--- src/rtl/usb_hid_pkg.sv ---
// Shared definitions for the USB HID report controller.
// Holds the register word map, CTRL bit positions, the byte offsets of the
// fields inside the staging words, the per-device connection state type and
// the sign-extension helper used by the mouse accumulators.
package usb_hid_pkg;

  // Register word addresses (cpu_ad[5:2])
  localparam logic [3:0] ADDR_KBD0  = 4'd0;
  localparam logic [3:0] ADDR_KBD1  = 4'd1;
  localparam logic [3:0] ADDR_MOUSE = 4'd2;
  localparam logic [3:0] ADDR_CTRL  = 4'd3;
  localparam logic [3:0] ADDR_MX    = 4'd4;
  localparam logic [3:0] ADDR_MY    = 4'd5;
  localparam logic [3:0] ADDR_WHEEL = 4'd6;

  // CTRL write bits
  localparam int unsigned CTRL_KBD_COMMIT   = 32'd0;
  localparam int unsigned CTRL_MOUSE_COMMIT = 32'd1;
  localparam int unsigned CTRL_KBD_DISC     = 32'd4;
  localparam int unsigned CTRL_MOUSE_DISC   = 32'd5;
  localparam int unsigned CTRL_MOUSE_ZERO   = 32'd8;

  // Byte offsets inside the staging words
  localparam int unsigned KBD_MOD_LSB   = 32'd0;
  localparam int unsigned KBD_KEY0_LSB  = 32'd8;
  localparam int unsigned MOUSE_BTN_LSB = 32'd0;
  localparam int unsigned MOUSE_DX_LSB  = 32'd8;
  localparam int unsigned MOUSE_DY_LSB  = 32'd16;
  localparam int unsigned MOUSE_WHL_LSB = 32'd24;

  // KBD1 only holds three key bytes; the top byte always reads back as zero
  localparam logic [31:0] KBD1_MASK = 32'h00FF_FFFF;

  typedef enum logic [0:0] {
    ST_DISCONNECTED = 1'b0,
    ST_CONNECTED    = 1'b1
  } conn_state_e;

  // Extract one byte from a 32-bit word at the given bit offset
  function automatic logic [7:0] byte_at(input logic [31:0] w, input int unsigned lsb);
    return w[lsb +: 8];
  endfunction

  // Sign-extend an 8-bit HID delta to the 32-bit accumulator width
  function automatic logic [31:0] sext8(input logic [7:0] v);
    return {{24{v[7]}}, v};
  endfunction

endpackage

--- src/rtl/usb_hid_report_ctrl_watchdog.sv ---
// hid_conn_watchdog: connection state machine plus millisecond inactivity
// counter for one HID device.
// Ports:
//   clk_i, rst_i   clock, asynchronous active-high reset
//   tick_i         1 ms tick from the shared prescaler
//   commit_i       firmware commit strobe for this device
//   disc_i         firmware disconnect strobe for this device
//   connected_o    device present (state register)
//   accept_o       commit takes effect this cycle (disconnect has priority)
//   drop_o         disconnect action this cycle (firmware or timeout)
module hid_conn_watchdog
  import usb_hid_pkg::*;
#(
  parameter int CONN_TIMEOUT_MS = 1000
) (
  input  logic clk_i,
  input  logic rst_i,
  input  logic tick_i,
  input  logic commit_i,
  input  logic disc_i,
  output logic connected_o,
  output logic accept_o,
  output logic drop_o
);

  localparam logic        WD_EN   = (CONN_TIMEOUT_MS > 0) ? 1'b1 : 1'b0;
  // Timeout fires on the tick that would move the counter onto the limit
  localparam logic [31:0] MS_LAST = (CONN_TIMEOUT_MS > 0) ? 32'(CONN_TIMEOUT_MS - 1) : 32'd0;
  localparam logic [31:0] MS_MAX  = 32'hFFFF_FFFF;

  conn_state_e state_q, state_d;
  logic [31:0] ms_q, ms_d;
  logic        timeout_s;

  assign connected_o = (state_q == ST_CONNECTED);
  assign timeout_s   = WD_EN & connected_o & tick_i & (ms_q >= MS_LAST);
  assign accept_o    = commit_i & ~disc_i;
  // A commit landing on the timeout cycle keeps the device alive
  assign drop_o      = disc_i | (timeout_s & ~commit_i);

  // Connection state and ms counter registers
  always_ff @(posedge clk_i or posedge rst_i) begin
    if (rst_i) begin
      state_q <= ST_DISCONNECTED;
      ms_q    <= 32'd0;
    end else begin
      state_q <= state_d;
      ms_q    <= ms_d;
    end
  end

  // Next-state logic for the connection FSM
  always_comb begin
    state_d = state_q;
    case (state_q)
      ST_DISCONNECTED: begin
        if (accept_o) state_d = ST_CONNECTED;
        else          state_d = ST_DISCONNECTED;
      end
      ST_CONNECTED: begin
        if (drop_o) state_d = ST_DISCONNECTED;
        else        state_d = ST_CONNECTED;
      end
      default: state_d = ST_DISCONNECTED;
    endcase
  end

  // Saturating ms counter, cleared on any commit or disconnect
  always_comb begin
    ms_d = ms_q;
    if (accept_o || drop_o) begin
      ms_d = 32'd0;
    end else if (connected_o && tick_i && (ms_q != MS_MAX)) begin
      ms_d = ms_q + 32'd1;
    end else begin
      ms_d = ms_q;
    end
  end

endmodule

--- src/rtl/usb_hid_report_ctrl.sv ---
// usb_hid_report_ctrl: CPU-bus slave publishing keyboard and mouse HID state.
// Firmware writes staging words, then commits them via CTRL so the published
// report changes on one edge. Mouse deltas accumulate into 32-bit wrapping
// positions. Each device has a watchdog that disconnects it when commits stop.
// Ports:
//   clk_i, rst_i          clock, asynchronous active-high reset
//   m_sel/m_addr/m_rd/m_wr/m_data_i/m_data_o  CPU bus (read data combinational)
//   keyboard_connected, keyboard_modifiers, keyboard_keycodes  keyboard report
//   mouse_connected, mouse_buttons, mouse_x/y/wheel            mouse report
//   kbd_update_o, mouse_update_o  one-cycle pulse after an accepted commit
module usb_hid_report_ctrl
  import usb_hid_pkg::*;
#(
  parameter int TICK_DIV        = 48000,
  parameter int CONN_TIMEOUT_MS = 1000
) (
  input  logic        clk_i,
  input  logic        rst_i,
  input  logic        m_sel,
  input  logic [3:0]  m_addr,
  input  logic [31:0] m_data_i,
  output logic [31:0] m_data_o,
  input  logic        m_rd,
  input  logic        m_wr,
  output logic        keyboard_connected,
  output logic        mouse_connected,
  output logic [7:0]  keyboard_modifiers,
  output logic [47:0] keyboard_keycodes,
  output logic [7:0]  mouse_buttons,
  output logic [31:0] mouse_x,
  output logic [31:0] mouse_y,
  output logic [31:0] mouse_wheel,
  output logic        kbd_update_o,
  output logic        mouse_update_o
);

  localparam int               PRE_W    = (TICK_DIV > 1) ? $clog2(TICK_DIV) : 1;
  localparam logic [PRE_W-1:0] PRE_LAST = PRE_W'(TICK_DIV - 1);
  localparam logic [PRE_W-1:0] PRE_ONE  = PRE_W'(1);
  localparam logic [PRE_W-1:0] PRE_ZERO = PRE_W'(0);

  logic             wr_s, ctrl_wr_s, tick_s;
  logic             kbd_commit_s, kbd_disc_s, mouse_commit_s, mouse_disc_s, mouse_zero_s;
  logic             kbd_accept_s, kbd_drop_s, mouse_accept_s, mouse_drop_s;
  logic [PRE_W-1:0] pre_q, pre_d;
  logic [31:0]      kbd0_q, kbd0_d, kbd1_q, kbd1_d, mstage_q, mstage_d;
  logic [7:0]       kmod_q, kmod_d, mbtn_q, mbtn_d;
  logic [47:0]      kkeys_q, kkeys_d;
  logic [31:0]      mx_q, mx_d, my_q, my_d, mw_q, mw_d;
  logic [31:0]      mx_base_s, my_base_s, mw_base_s, rd_s;
  logic             kupd_q, mupd_q;

  assign wr_s           = m_sel & m_wr;
  assign ctrl_wr_s      = wr_s & (m_addr == ADDR_CTRL);
  assign kbd_commit_s   = ctrl_wr_s & m_data_i[CTRL_KBD_COMMIT];
  assign mouse_commit_s = ctrl_wr_s & m_data_i[CTRL_MOUSE_COMMIT];
  assign kbd_disc_s     = ctrl_wr_s & m_data_i[CTRL_KBD_DISC];
  assign mouse_disc_s   = ctrl_wr_s & m_data_i[CTRL_MOUSE_DISC];
  assign mouse_zero_s   = ctrl_wr_s & m_data_i[CTRL_MOUSE_ZERO];
  assign tick_s         = (pre_q == PRE_LAST);

  hid_conn_watchdog #(.CONN_TIMEOUT_MS(CONN_TIMEOUT_MS)) u_kbd_wd (
    .clk_i       (clk_i),
    .rst_i       (rst_i),
    .tick_i      (tick_s),
    .commit_i    (kbd_commit_s),
    .disc_i      (kbd_disc_s),
    .connected_o (keyboard_connected),
    .accept_o    (kbd_accept_s),
    .drop_o      (kbd_drop_s)
  );

  hid_conn_watchdog #(.CONN_TIMEOUT_MS(CONN_TIMEOUT_MS)) u_mouse_wd (
    .clk_i       (clk_i),
    .rst_i       (rst_i),
    .tick_i      (tick_s),
    .commit_i    (mouse_commit_s),
    .disc_i      (mouse_disc_s),
    .connected_o (mouse_connected),
    .accept_o    (mouse_accept_s),
    .drop_o      (mouse_drop_s)
  );

  // Free-running 1 ms prescaler
  always_comb begin
    if (tick_s) pre_d = PRE_ZERO;
    else        pre_d = pre_q + PRE_ONE;
  end

  // Staging registers: plain bus writes, never touched by commit/disconnect
  always_comb begin
    kbd0_d   = kbd0_q;
    kbd1_d   = kbd1_q;
    mstage_d = mstage_q;
    if (wr_s) begin
      case (m_addr)
        ADDR_KBD0:  kbd0_d   = m_data_i;
        ADDR_KBD1:  kbd1_d   = m_data_i & KBD1_MASK;
        ADDR_MOUSE: mstage_d = m_data_i;
        default:    kbd0_d   = kbd0_q;
      endcase
    end else begin
      kbd0_d = kbd0_q;
    end
  end

  // Keyboard report: whole report copied on one edge; disconnect wins
  always_comb begin
    kmod_d  = kmod_q;
    kkeys_d = kkeys_q;
    if (kbd_drop_s) begin
      kmod_d  = 8'h00;
      kkeys_d = 48'h0;
    end else if (kbd_accept_s) begin
      kmod_d  = byte_at(kbd0_q, KBD_MOD_LSB);
      kkeys_d = {kbd1_q[23:0], kbd0_q[31:KBD_KEY0_LSB]};
    end else begin
      kmod_d  = kmod_q;
      kkeys_d = kkeys_q;
    end
  end

  // Mouse report: zero is applied before the delta; disconnect holds positions
  always_comb begin
    mbtn_d    = mbtn_q;
    mx_base_s = mouse_zero_s ? 32'h0 : mx_q;
    my_base_s = mouse_zero_s ? 32'h0 : my_q;
    mw_base_s = mouse_zero_s ? 32'h0 : mw_q;
    mx_d      = mx_base_s;
    my_d      = my_base_s;
    mw_d      = mw_base_s;
    if (mouse_drop_s) begin
      mbtn_d = 8'h00;
    end else if (mouse_accept_s) begin
      mbtn_d = byte_at(mstage_q, MOUSE_BTN_LSB);
      mx_d   = mx_base_s + sext8(byte_at(mstage_q, MOUSE_DX_LSB));
      my_d   = my_base_s + sext8(byte_at(mstage_q, MOUSE_DY_LSB));
      mw_d   = mw_base_s + sext8(byte_at(mstage_q, MOUSE_WHL_LSB));
    end else begin
      mbtn_d = mbtn_q;
    end
  end

  // All datapath registers of the block
  always_ff @(posedge clk_i or posedge rst_i) begin
    if (rst_i) begin
      pre_q    <= PRE_ZERO;
      kbd0_q   <= 32'h0;
      kbd1_q   <= 32'h0;
      mstage_q <= 32'h0;
      kmod_q   <= 8'h00;
      kkeys_q  <= 48'h0;
      mbtn_q   <= 8'h00;
      mx_q     <= 32'h0;
      my_q     <= 32'h0;
      mw_q     <= 32'h0;
      kupd_q   <= 1'b0;
      mupd_q   <= 1'b0;
    end else begin
      pre_q    <= pre_d;
      kbd0_q   <= kbd0_d;
      kbd1_q   <= kbd1_d;
      mstage_q <= mstage_d;
      kmod_q   <= kmod_d;
      kkeys_q  <= kkeys_d;
      mbtn_q   <= mbtn_d;
      mx_q     <= mx_d;
      my_q     <= my_d;
      mw_q     <= mw_d;
      kupd_q   <= kbd_accept_s;
      mupd_q   <= mouse_accept_s;
    end
  end

  // Read mux; unmapped words read as zero
  always_comb begin
    rd_s = 32'h0;
    case (m_addr)
      ADDR_KBD0:  rd_s = kbd0_q;
      ADDR_KBD1:  rd_s = kbd1_q;
      ADDR_MOUSE: rd_s = mstage_q;
      ADDR_CTRL:  rd_s = {30'd0, mouse_connected, keyboard_connected};
      ADDR_MX:    rd_s = mx_q;
      ADDR_MY:    rd_s = my_q;
      ADDR_WHEEL: rd_s = mw_q;
      default:    rd_s = 32'h0;
    endcase
  end

  assign m_data_o           = (m_sel & m_rd) ? rd_s : 32'h0;
  assign keyboard_modifiers = kmod_q;
  assign keyboard_keycodes  = kkeys_q;
  assign mouse_buttons      = mbtn_q;
  assign mouse_x            = mx_q;
  assign mouse_y            = my_q;
  assign mouse_wheel        = mw_q;
  assign kbd_update_o       = kupd_q;
  assign mouse_update_o     = mupd_q;

endmodule

--- config.mk ---
export PLATFORM = sky130hd
export DESIGN_NAME = usb_hid_report_ctrl
export DESIGN_NICKNAME = d
export VERILOG_FILES = /design/src/rtl/usb_hid_pkg.sv /design/src/rtl/usb_hid_report_ctrl_watchdog.sv /design/src/rtl/usb_hid_report_ctrl.sv
export SDC_FILE = /design/constraint.sdc
export NUM_CORES = 1
export LEC_CHECK = 0
export ABC_AREA = 1
export CAP_MARGIN = 10
export CORE_MARGIN = 2
export CORE_UTILIZATION = 45
export DETAILED_ROUTE_END_ITERATION = 12
export GPL_TIMING_DRIVEN = 0
export HOLD_SLACK_MARGIN = 0.08
export PLACE_DENSITY = 0.7
export SYNTH_ARGS = -nofsm -noshare
export SYNTH_HDL_FRONTEND = slang
export SYNTH_HIERARCHICAL = 1
export SYNTH_SLANG_ARGS = --single-unit
--- constraint.sdc ---
create_clock -name clk_i -period 8.7 [get_ports clk_i]
set_input_delay 1.74 -clock clk_i [delete_from_list [all_inputs] [get_ports clk_i]]
set_output_delay 1.74 -clock clk_i [all_outputs]
set_load 0.01 [all_outputs]
# Word level (Yosys, flattened, before mapping)
# Cells that the tools add are included.
[totals]
n_memories = 0
latch_bits = 0
elab_cells = 99
reg_bits = 332
ramBits = 0
input_bits = 41
mem_bits_ro = 0
[classes]
magnitude_cmp = 2
addsub = 6
n_bitwise = 24
n_eq_ne = 9
shifts = 0
n_mul = 0
reduce_logical = 14
muxes = 28
n_div = 0
[ops]
columns = ["cell", "n"]
rows = [
  ["32-bit 2-to-1 mux", 14],
  ["32-bit case mux with 7 select lines", 1],
  ["32-bit adder", 3],
  ["48-bit 2-to-1 mux", 2],
  ["32-bit by 1-bit adder with 32-bit output (second input constant)", 2],
  ["32-bit by 10-bit greater-or-equal comparator with 1-bit output (second input constant)", 2],
  ["32-bit != test (second input constant)", 2],
  ["8-bit 2-to-1 mux", 4],
  ["16-bit by 1-bit adder with 16-bit output (second input constant)", 1],
  ["1-bit bitwise AND", 16],
  ["16-bit equality test (second input constant)", 1],
  ["16-bit 2-to-1 mux", 1],
  ["4-bit by 3-bit equality test with 1-bit output (second input constant)", 3],
  ["4-bit by 2-bit equality test with 1-bit output (second input constant)", 2],
  ["2-bit nonzero test", 4],
  ["1-bit inverter", 6],
  ["2-bit AND reduction", 3],
  ["4-bit by 1-bit equality test with 1-bit output (second input constant)", 1],
  ["1-bit logical AND", 4],
  ["4-bit zero test", 1],
  ["1-bit 2-to-1 mux", 4],
  ["1-bit case mux with 2 select lines", 2],
  ["1-bit logical OR", 2],
  ["1-bit OR", 2],
]

# Depth between registers and ports, before layout
[logic_depth]
depth_word = 8
mapped_depth = 20
mapped_depth_nobuf = 18

# Modules after synthesis
# The synthesis kept the hierarchy.
[by_module_without_submodules]
columns = ["module", "instances", "seq_area_each_um2", "area_each_um2", "cells_per_inst"]
rows = [
  ["usb_hid_report_ctrl", 1, 6656.4, 18879.4, 2895],
  ["hid_conn_watchdog", 2, 825.8, 1609.0, 204],
]

# Least setup slack after synthesis
# OpenSTA, ideal clock, no wires.
[synth_timing]
path_type = "input port to output port"
from = "input m_addr[2]"
to = "output m_data_o[0]"
t_required_ps = 6960
n_path_buf = 1
path_stages = 7
setup_slack_ps = 4273
arrival_time_ps = 2687
cell_sequence = "inv_1 nor2_1 nand2_1 buf_2 o22ai_1 nor2_1 a21oi_1"
[synth_via]
elab_chain_len = 3
elab_cells_between_ends = 9
[synth_lines]
columns = ["item", "line_no", "source"]
rows = [
  ["start, declared", "usb_hid_report_ctrl.sv:20", "input logic [3:0] m_addr,"],
  ["4-bit by 3-bit equality test with 1-bit output (tied with other cells)", "usb_hid_report_ctrl.sv:178", "case (m_addr)"],
  ["32-bit case mux with 7 select lines *", "usb_hid_report_ctrl.sv:178", ""],
  ["32-bit 2-to-1 mux *", "usb_hid_report_ctrl.sv:190", "assign m_data_o = (m_sel & m_rd) ? rd_s : 32'h0;"],
  ["end, declared", "usb_hid_report_ctrl.sv:22", "output logic [31:0] m_data_o,"],
]
# Every way passes the cells marked *; elsewhere a longest branch is shown, timed or not.

# Worst setup path after layout
[layout_timing]
from = "input m_addr[2]"
to = "output m_data_o[17]"
# Same word-level chain as after synthesis.

==> metrics <==
outcome finished clean; CTS Sinks ~330; Starting DRT DRC Count 2562; Final nets 3729; final hold violation count 0; Post-Synthesis Cells between 3000 and 4000; Crit Reg-Reg Endpoint mouse_wheel[20]; post-route cell area ~0.027 mm2; CTS max path bufs 3; slew margin rel. about a quarter; Startpoint Class primary input; GP Congestion 1.025; Setup crit end m_data_o[17]; DR DRC count 0; Clock Latency Late Sink about 0.6 ns; Cell variety after synth 45; largest delay contributor family on the critical path buffers and inverters; syn nets approximately 3400; PwrDens around 280 mW/mm2; unrepaired setup endpoints after global routing no; CTS tree yes; die span in y roughly 230 um; CP cell instances clkdlybuf4s50_1 > inv_1 > nor2_1 > nand2_1 > buf_1 > o22ai_1 > nor3_1 > nor2_1 > clkdlybuf4s50_1; Starting Density between 40 and 50%; H-Tree Depth 2; dpl cell area between 0.02 and 0.03 mm2; Via density between 5 and 6; DIE AREA between 0.05 and 0.06 mm2; FP Rows 81; min-delay worst type reg -> reg; Pre-Repair DR Iteration Count 6; layout cells sized above 1 4.645%; asr flop ratio synth 100.0%; WP data required ~7 ns; post-CTS resize count 0; top-count cell post-synth nand2_1; GRT Total Usage ~32%; VDD IR-drop max ~160 uV; initial antenna violation count 1; final wirelength slightly above 80000 um; flop-to-flop setup slack 4.85 ns; sequential cell area approximately 0.0083 mm2; top_reg_cell synth dfrtp_1; critical path endpoint category output port; Post-CTS Setup Inserts 0; top cells by count, synth nand2_1, inv_1, nor2_1; largest area contributor in the netlist dfrtp_1; Multi-input gate area 0.01079 mm2; core area slightly below 0.05 mm2; PortBufs ~240; max-capacitance violation count 0; Post-synth EDFFs 0; DR vias between 20000 and 25000; Die Wd approximately 230 um; Seq/Total Area, Yosys 37.60%; slew at the pin with the worst max-slew slack 1.131 ns; TritonCTS Buffers 37; Static Leak ~14 nW; Worst Skew approximately 0.019 ns; critical path fanouts, max 10; FF-to-FF Start pre_q[0]; worst setup margin roughly 2.1 ns; Mapped Avg Cell Area 6.690 um2; leading post-synthesis cells by cell area dfrtp_1, nand2_1, inv_1; Largest stage delay, worst path between 0.6 and 0.7 ns; largest net degree at the start of global routing between 40 and 50; final setup TNS 0 ns; beginning of the critical path m_addr[2]; hold_buf cts 0; worst path arrival time slightly below 5 ns; synth warn 6; Clock transition at path regs ~0.06 ns; Seq cells post-synth roughly 330; Worst path depth 9; first-pass GRT wire length ~120000 um; post-DR wirelength/cell a little under 20 um; post-DP HPWL roughly 66000 um; Post-Place Setup Slack about 2.2 ns; R2R cell count 15; Final Setup Violations 0; Fmax around 150 MHz; type of the worst setup path in -> out; filler cell count a little under 5000; min Tclk post-route about 6.6 ns; Yosys top cell area share between 30% and 40%; Pins Over Slew Limit 0; CP bufs+invs 4; area grow syn2layout 21.26%; Mapped Area 0.02210 mm2; remaining antenna violation count 0; Slowest cell on crit path clkdlybuf4s50_1; Root Buffer clkbuf_16; IO Pins roughly 240; GRT Residual Overflow 0; vias in the first global route around 21000; period utilization around 76%
worst reg2reg max path: cells and delay by family, from the launching register on:
family / cells / cell delay [ns]
AO/OA/AOI/OAI: 1 / 0.12
adder cells (fa/ha/maj): 1 / 0.23
buffers and inverters: 4 / 1.66
flip-flops: 1 / 0.39
AND/OR/NAND/NOR: 9 / 1.33
worst min path at each step:
| stage | cells after the start | startpoint | slack [ns] | to |
|---|---|---|---|---|
| detailed placement | 1 | pre_q[0] | 0.45 | pre_q[0] |
| finish | 1 | pre_q[0] | 0.46 | pre_q[0] |
| CTS | 1 | pre_q[0] | 0.46 | pre_q[0] |
| global route | 1 | pre_q[14] | 0.50 | pre_q[14] |
| floorplan | 1 | pre_q[0] | 0.43 | pre_q[0] |
| global placement | 1 | pre_q[0] | 0.45 | pre_q[0] |
cell usage in the layout, fill, tap and decap left out, types with 4 or more instances in the layout:
| master | instances |
|---|---|
| buf_12 | 7 |
| nand2_1 | 916 |
| o21ai_2 | 6 |
| ha_1 | 96 |
| buf_6 | 7 |
| and2_1 | 4 |
| xnor2_1 | 11 |
| nor2_2 | 23 |
| nor2_1 | 367 |
| a211oi_1 | 10 |
| buf_1 | 4 |
| nor2_4 | 4 |
| nor3_1 | 46 |
| nand4_1 | 24 |
| clkdlybuf4s50_1 | 236 |
| clkbuf_16 | 37 |
| nand3b_1 | 4 |
| clkbuf_8 | 7 |
| inv_1 | 677 |
| buf_2 | 32 |
| nand3_1 | 198 |
| xor2_1 | 31 |
| a21oi_1 | 81 |
| and3_1 | 4 |
| o22ai_1 | 105 |
| dfrtp_1 | 332 |
| o21bai_1 | 19 |
| o21ai_1 | 31 |
| clkinv_2 | 5 |
| nand2_2 | 6 |
| nand2_4 | 8 |
| o21ai_0 | 190 |
| inv_2 | 4 |
| clkbuf_1 | 49 |
sequential cells by signal, summed over array words and instances (netlist names):
| register | cells |
|---|---|
| mouse_x | 32 |
| mstage_q | 32 |
| mouse_y | 32 |
| keyboard_modifiers | 8 |
| mouse_wheel | 32 |
| u_mouse_wd/connected_o | 1 |
| u_kbd_wd/connected_o | 1 |
| u_kbd_wd/ms_q | 32 |
| mouse_update_o | 1 |
| pre_q | 16 |
| mouse_buttons | 8 |
| kbd_update_o | 1 |
| kbd0_q | 32 |
| keyboard_keycodes | 48 |
| u_mouse_wd/ms_q | 32 |
| kbd1_q | 24 |
routing by layer:
metal,up-vias,routed length [um],track usage (%)
li1,10836,-,-
met3,206,9624,8.977
met2,1174,35100,49.24
met1,10364,33850,42.95
met5,-,13,0
met4,2,4206,15.00
cells by family after synthesis:
logic type	synth area share, %
buffers and inverters	13.56
DFF	37.60
AOI/OAI and AO/OA	11.28
adders and majority gates	5.707
xor gates and xnor gates	1.665
and+or+nand+nor	30.20
power breakdown:
part / internal, mW / switching, mW
clock network: 0.949 / 0.703
logic: 1.36 / 2.24
registers: 1.86 / 0.307
cell type report:
| cell class | count | area share (%) |
|---|---|---|
| Multi-Input combinational cell | 2201 | 40.28 |
| Sequential cell | 332 | 31.01 |
| Timing Repair Buffer | 247 | 9.703 |
| Inverter | 685 | 9.624 |
| Clock buffer | 54 | 3.955 |
| Tap cell | 664 | 3.101 |
| Buffer | 85 | 1.569 |
| Clock inverter | 13 | 0.7471 |
| Antenna cell | 1 | 0.009339 |
stage by stage:
step,hold WS [ns],utilization (%),instances,total power [mW]
floorplan,0.4329,-,3303,4.338
global placement,0.4473,51.89,4203,5.635
detailed placement,0.4535,52.29,4212,5.677
CTS,0.4618,54.87,4279,7.349
global route,0.4971,54.96,4281,7.912
finish,0.4608,54.97,4282,7.416
(Power assumes the default switching activity.)
